===== src/rtl/edge_detect_pkg.sv =====
// Shared types and helpers for the multi-channel edge detector.
// Edge modes select which filtered transitions count as events.
package edge_detect_pkg;

    typedef enum logic [1:0] {
        EDGE_OFF  = 2'd0,
        EDGE_RISE = 2'd1,
        EDGE_FALL = 2'd2,
        EDGE_BOTH = 2'd3
    } edge_mode_t;

    function automatic logic mode_hit(edge_mode_t m, logic rise, logic fall);
        return (rise && (m == EDGE_RISE || m == EDGE_BOTH)) ||
               (fall && (m == EDGE_FALL || m == EDGE_BOTH));
    endfunction

endpackage


===== src/rtl/edge_detect_chan.sv =====
// One channel: synchroniser, debounce filter, edge pulses, mode-qualified
// event, sticky flag and saturating event counter.
module edge_detect_chan
    import edge_detect_pkg::*;
#(
    parameter int SYNC_STAGES     = 2,
    parameter int DEBOUNCE_CYCLES = 4,
    parameter int CNT_W           = 8
) (
    input  logic             clk,
    input  logic             reset,
    input  logic             a_i,
    input  edge_mode_t       mode_i,
    input  logic             clear_i,
    output logic             level_o,
    output logic             rise_o,
    output logic             fall_o,
    output logic             event_o,
    output logic             sticky_o,
    output logic [CNT_W-1:0] count_o
);

    localparam int DB_W = (DEBOUNCE_CYCLES > 1) ? $clog2(DEBOUNCE_CYCLES) : 1;
    localparam logic [DB_W-1:0] DB_LAST = DB_W'(DEBOUNCE_CYCLES - 1);

    logic [SYNC_STAGES-1:0] sync_q;
    logic [DB_W-1:0]        db_q, db_d;
    logic                   level_q, level_d;
    logic                   rise_q, rise_d, fall_q, fall_d, event_q, event_d;
    logic                   sticky_q, sticky_d;
    logic [CNT_W-1:0]       count_q, count_d;
    logic                   sync_lvl;

    assign sync_lvl = sync_q[SYNC_STAGES-1];

    always_comb begin
        db_d     = db_q;
        level_d  = level_q;
        rise_d   = 1'b0;
        fall_d   = 1'b0;
        sticky_d = sticky_q;
        count_d  = count_q;
        if (sync_lvl == level_q) begin
            db_d = '0;
        end else if (db_q == DB_LAST) begin
            level_d = sync_lvl;
            db_d    = '0;
            rise_d  = sync_lvl;
            fall_d  = ~sync_lvl;
        end else begin
            db_d = db_q + 1'b1;
        end
        event_d = mode_hit(mode_i, rise_d, fall_d);
        // An event in the same cycle as a clear restarts the count at one.
        if (event_d) begin
            sticky_d = 1'b1;
            if (clear_i)
                count_d = CNT_W'(1);
            else if (count_q != '1)
                count_d = count_q + 1'b1;
        end else if (clear_i) begin
            sticky_d = 1'b0;
            count_d  = '0;
        end
    end

    always_ff @(posedge clk or posedge reset) begin
        if (reset) begin
            sync_q   <= '0;
            db_q     <= '0;
            level_q  <= 1'b0;
            rise_q   <= 1'b0;
            fall_q   <= 1'b0;
            event_q  <= 1'b0;
            sticky_q <= 1'b0;
            count_q  <= '0;
        end else begin
            sync_q   <= {sync_q[SYNC_STAGES-2:0], a_i};
            db_q     <= db_d;
            level_q  <= level_d;
            rise_q   <= rise_d;
            fall_q   <= fall_d;
            event_q  <= event_d;
            sticky_q <= sticky_d;
            count_q  <= count_d;
        end
    end

    assign level_o  = level_q;
    assign rise_o   = rise_q;
    assign fall_o   = fall_q;
    assign event_o  = event_q;
    assign sticky_o = sticky_q;
    assign count_o  = count_q;

endmodule


===== src/rtl/edge_detect_multi.sv =====
// Multi-channel synchronising, debouncing edge detector with per-channel
// edge modes, sticky flags and saturating event counters.
module edge_detect_multi
    import edge_detect_pkg::*;
#(
    parameter int NUM_CH          = 4,
    parameter int SYNC_STAGES     = 2,
    parameter int DEBOUNCE_CYCLES = 4,
    parameter int CNT_W           = 8
) (
    input  logic                    clk,
    input  logic                    reset,
    input  logic [NUM_CH-1:0]       a_i,
    input  logic [2*NUM_CH-1:0]     mode_i,
    input  logic [NUM_CH-1:0]       clear_i,
    output logic [NUM_CH-1:0]       level_o,
    output logic [NUM_CH-1:0]       rising_edge_o,
    output logic [NUM_CH-1:0]       falling_edge_o,
    output logic [NUM_CH-1:0]       event_o,
    output logic [NUM_CH-1:0]       sticky_o,
    output logic [NUM_CH*CNT_W-1:0] count_o
);

    for (genvar c = 0; c < NUM_CH; c++) begin : g_ch
        edge_detect_chan #(
            .SYNC_STAGES    (SYNC_STAGES),
            .DEBOUNCE_CYCLES(DEBOUNCE_CYCLES),
            .CNT_W          (CNT_W)
        ) u_chan (
            .clk     (clk),
            .reset   (reset),
            .a_i     (a_i[c]),
            .mode_i  (edge_mode_t'(mode_i[2*c +: 2])),
            .clear_i (clear_i[c]),
            .level_o (level_o[c]),
            .rise_o  (rising_edge_o[c]),
            .fall_o  (falling_edge_o[c]),
            .event_o (event_o[c]),
            .sticky_o(sticky_o[c]),
            .count_o (count_o[c*CNT_W +: CNT_W])
        );
    end

endmodule


===== config.mk =====
export PLATFORM = sky130hd
export DESIGN_NAME = edge_detect_multi
export DESIGN_NICKNAME = d
export VERILOG_FILES = /design/src/rtl/edge_detect_pkg.sv /design/src/rtl/edge_detect_chan.sv /design/src/rtl/edge_detect_multi.sv
export SDC_FILE = /design/constraint.sdc
export NUM_CORES = 1
export LEC_CHECK = 0
export BUFFER_PORTS_ARGS = -buffer_cell sky130_fd_sc_hd__buf_2
export CORE_MARGIN = 4
export CORE_UTILIZATION = 40
export DETAILED_ROUTE_END_ITERATION = 10
export SYNTH_ARGS = -nofsm -noshare
export SYNTH_HDL_FRONTEND = slang
export SYNTH_SLANG_ARGS = --single-unit

===== constraint.sdc =====
create_clock -name clk -period 3.65 [get_ports clk]
set_input_delay 0.365 -clock clk [delete_from_list [all_inputs] [get_ports clk]]
set_output_delay 0.365 -clock clk [all_outputs]
set_load 0.05 [all_outputs]

# --- Yosys cells after proc, flatten, opt, wreduce, memory -nomap -nowiden ---
# Cells that the tools add are included.
word_totals:
  register_bits: 68
  inputBits: 18
  output_inout_bits: 52
  word_cells: 156
classes:
  add_sub_neg: 8
  n_eq_ne: 24
  muxes: 48
  bitwise_logic: 8
  reduce_logical: 36
ops:
  columns: ["operator", "n"]
  rows:
  - ["$mux W8", 16]
  - ["$add A8 B1 Y8 const B", 4]
  - ["$ne A8 B8 Y1 const B", 4]
  - ["$eq A2 B2 Y1 const B", 12]
  - ["$mux W1", 24]
  - ["$mux W2", 8]
  - ["$reduce_and A2 Y1", 8]
  - ["$reduce_bool A2 Y1", 8]
  - ["$logic_or A1 B1 Y1", 12]
  - ["$add A2 B1 Y2 const B", 4]
  - ["$eq A2 B1 Y1 const B", 4]
  - ["$logic_and A1 B1 Y1", 8]
  - ["$not A1 Y1", 8]
  - ["$eq A1 B1 Y1", 4]

# --- Depth between registers and ports, before layout ---
depth:
  word_depth: 7
  mapped_depth: 6

# --- Cells and area by module ---
# From an unflattened synthesis, not the netlist that was laid out.
hier_totals:
  hier_cells: 272
  hier_area_um2: 3067.9
by_module_without_submodules:
  columns: ["module", "instances", "cells_each", "area_each_um2"]
  rows:
  - ["edge_detect_chan", 4, 68, 767.0]

# --- Worst setup path after synthesis ---
# OpenSTA, ideal clock, no wires.
synth_timing:
  path_kind: "register -> register"
  from: "register g_ch[0].u_chan.count_q[0]"
  to: "register g_ch[0].u_chan.count_q[5]"
  arrival_ps: 1860
  required_time_ps: 3525
  slack_ps: 1665
  stages_incl_launch_ff: 6
  n_path_buf: 0
  synth_period_minus_slack_ps: 1985
  cell_sequence: "dfrtp_1 > ha_1 > and3_1 > and2_1 > nor4_1 > mux2_2"
synth_via:
  elab_chain_cells: 4
synth_rtl:
  columns: ["element", "line_no", "source"]
  rows:
  - ["start, declared", "edge_detect_chan.sv:31", "logic [CNT_W-1:0] count_q, count_d;"]
  - ["start signal, assigned", "edge_detect_chan.sv:85", "count_q <= count_d;"]
  - ["$add A8 B1 Y8", "edge_detect_chan.sv:60", "count_d = count_q + 1'b1;"]
  - ["$mux W8", "edge_detect_chan.sv:59", "else if (count_q != '1)"]
  - ["$mux W8", "edge_detect_chan.sv:57", "if (clear_i)"]
  - ["$mux W8", "edge_detect_chan.sv:55", "if (event_d) begin"]
# Several ways; a longest one is shown, not always the timed one. The select of a mux whose other input is x is not followed.
# A chain may end at the register's enable or synchronous reset.

# --- Worst setup path in the final report ---
layout_timing:
  from: "register g_ch[1].u_chan.db_q[0]"
  to: "register g_ch[1].u_chan.count_q[4]"
layout_via:
  elab_chain_cells: 7
layout_rtl:
  columns: ["element", "line_no", "source"]
  rows:
  - ["start, declared", "edge_detect_chan.sv:27", "logic [DB_W-1:0] db_q, db_d;"]
  - ["start signal, assigned", "edge_detect_chan.sv:70", "db_q <= '0;"]
  - ["start signal, assigned", "edge_detect_chan.sv:79", "db_q <= db_d;"]
  - ["$eq A2 B2 Y1 (*)", "edge_detect_chan.sv:45", "end else if (db_q == DB_LAST) begin"]
  - ["$mux W1", "edge_detect_chan.sv:45", null]
  - ["$mux W1", "edge_detect_chan.sv:43", "if (sync_lvl == level_q) begin"]
  - ["$logic_and A1 B1 Y1 (on tied branches)", "edge_detect_pkg.sv:13, edge_detect_pkg.sv:14", null]
  - ["$logic_or A1 B1 Y1 (*)", "edge_detect_pkg.sv:13", "return (rise && (m == EDGE_RISE || m == EDGE_BOTH)) ||"]
  - ["net g_ch[1].u_chan.event_d", "edge_detect_chan.sv:29", "logic rise_q, rise_d, fall_q, fall_d, event_q, event_d;"]
  - ["$reduce_bool A2 Y1 (no line)", null, null]
  - ["$reduce_and A2 Y1 (no line)", null, null]
  - ["end signal, assigned", "edge_detect_chan.sv:85", null]
  - ["end, declared", "edge_detect_chan.sv:31", null]
# The timed path passes the listed nets; every way through them passes the cells marked *.

==> run metrics <==
Syn Nets 336; TritonCTS clock tree built; largest cells by area after synthesis dfrtp_1 (52%), buf_4 (4.6%), a21oi_1 (3.5%), ha_1 (3.1%), nor2b_1 (2.7%); layout cells sized above 1 0.270; switching share of power 0.322; Async SR Flop Fraction 1.00; Die Span Y about 98 um; Setup WS post-layout 1.63 ns; max cap viols 0; TritonCTS buffer count 9; Iteration-0 DRC Markers about 110; CTS hold repair buffers 0; post-route ant nets 0; initial antenna violation count 0; gp weighted congestion around 0.86; Slew Viols, Final 0; Final Critical Period about 2 ns; Synth Register Bits 68; dominant cell type by area after synthesis dfrtp_1; Clock transition at path regs ~0.070 ns; postcts setup bufs 0; post-synth top area share 0.522; syn avg cell area ~11 um2; beginning of the worst hold path a_i[3]; top cells by count, synth dfrtp_1 (68), a21oi_1 (23), buf_4 (20); Die Wd between 90 and 100 um; Cell Area, Synth about 3300 um2; core area approximately 7800 um2; total number of vias approximately 2500; Worst Setup EP g_ch[1].u_chan.count_o[4]; Final Hold Fails 0; Unique masters post-synth between 40 and 50; port bufs 69; Worst Path Required slightly below 4 ns; crit end category register; Reg power frac 0.481; first-pass GRT wire length between 10000 and 15000 um; Final Core Density 0.482; clk sinks between 60 and 70; final period utilization 0.553; num ports 70; pre-CTS setup slack ~1.7 ns; post-cts resize count 0; drt pass-1 iters 4; DP HPWL 4700 um; Reg2Reg Depth 6; Area after DPL between 3000 and 4000 um2; crit path launch type register; GRT overflow 0; residual DRC count 0; Hold/Removal Path Class in -> reg; Arr. time, crit path about 2.2 ns; pin count of the biggest net entering global routing 37; Final setup viols 0; post-route cell area approximately 3800 um2; ANT cells 0; gr usage total 0.143; # rows 32; Vias/cell 5.31; Worst VDD drop around 0.00026 V; Post-Route WL between 6000 and 7000 um; Root Driver clkbuf_8; unrepaired setup endpoints after global routing no; crit-path max FO 9; Clock Skew a little over 0.004 ns; per-cell routed wire length 14.1 um; die area around 9700 um2; dominant synthesized flop cell dfrtp_1; CP startpoint g_ch[1].u_chan.db_q[0]; setup TNS 0 ns; P&R area growth vs syn 15.4%; vias in the first global route approximately 2300; sequential area share after synthesis 0.522; Comb power frac 0.210; leakage dissipation approximately 1.8 nW; Net Sw Power about 0.6 mW; Power Density 499 nW/um2; top-count cell post-synth dfrtp_1; final hold slack approximately 0.14 ns; CP Class reg -> reg; Synth Instances just over 300; clock latency on the worst-skew pair about 0.33 ns; # nets final 392; internal power roughly 1.3 mW; clock network power share 0.309; Slew @ Worst Pin between 0.7 and 0.8 ns; status completed; Slew HR 0.499; Critical R2R Capture g_ch[1].u_chan.count_o[4]; Fmax achieved roughly 0.50 GHz; initial core utilization 0.417; clk buf depth 2; number of enable flip-flop cells after synthesis 0; H-tree lvl count 3; RR Startpoint g_ch[1].u_chan.db_q[0]; internal reg-to-reg setup slack roughly 1.6 ns; Yosys Warn Count 0
## flip-flops by register name, summed over array words and instances (netlist names)
signal / flops
g_ch.u_chan.count_o: 32
g_ch.u_chan.db_q: 8
g_ch.u_chan.event_o: 4
g_ch.u_chan.fall_o: 4
g_ch.u_chan.level_o: 4
g_ch.u_chan.rise_o: 4
g_ch.u_chan.sticky_o: 4
g_ch.u_chan.sync_q: 8
## through the flow
stage / total power, mW / std cells
6_report: 1.88 / 472
5_1_grt: 1.99 / 472
4_1_cts: 1.91 / 472
3_5_place_dp: 1.32 / 457
3_3_place_gp: 1.31 / 457
2_1_floorplan: 1.26 / 310
## worst max-delay path: stages, from the launching register on
cell and delay (ns):
dfrtp_1 0.39, ha_1 0.26, and4b_1 0.22, a31oi_2 0.39, inv_2 0.17, nand3_1 0.14
mux2_2 0.33
## power groups by stage
stage / Clock [mW] / Combinational, mW / Sequential (mW)
floorplan: 0 / 0.340 / 0.923
global placement: 0 / 0.394 / 0.913
detailed placement: 0 / 0.400 / 0.918
CTS: 0.608 / 0.401 / 0.904
global route: 0.637 / 0.432 / 0.918
finish: 0.580 / 0.394 / 0.904
## final cells by class
type / count / area [um2]
Fill cell: 762 / 4050
Clock inverter: 1 / 5.00
Timing Repair Buffer: 71 / 360
Sequential cell: 68 / 1700
Multi-Input combinational cell: 198 / 1320
Clock buffer: 14 / 183
Inverter: 18 / 67.6
Tap cell: 102 / 128
## cell usage in the layout (no fill, tap or decap), types with 9 or more instances in the layout
cell,Yosys,routed
clkbuf_8,0,13
a21oi_1,23,23
inv_1,15,14
nor2b_1,14,14
or4_1,9,9
buf_2,0,69
nand2_1,13,13
nor2_1,16,16
nand3_1,16,16
o21ai_0,13,13
dfrtp_1,68,68
## cells by family after synthesis
kind of cell	share of synthesized area
DFF	0.522
muxes	0.0207
adders and majority gates	0.0307
and+or+nand+nor	0.198
buffers and inverters	0.0737
xor gates and xnor gates	0.0107
AOI/OAI and AO/OA	0.144
## layer usage
metal | track usage | vias up | wire (um)
met5 | 0 | - | 0
met4 | 0.0567 | 0 | 95
met3 | 0.0436 | 8 | 423
met2 | 0.220 | 78 | 3070
met1 | 0.188 | 1192 | 3080
li1 | - | 1228 | -
## worst min-delay path by stage
stage,endpoint,cells past startpoint
final,g_ch[3].u_chan.sync_q[0],1
after global routing,g_ch[3].u_chan.sync_q[0],1
after CTS,g_ch[3].u_chan.sync_q[0],1
after detailed placement,g_ch[2].u_chan.sync_q[1],0
after global placement,g_ch[1].u_chan.sync_q[1],0
after floorplan,g_ch[0].u_chan.sync_q[1],0
Power figures use the tool's default switching activity.
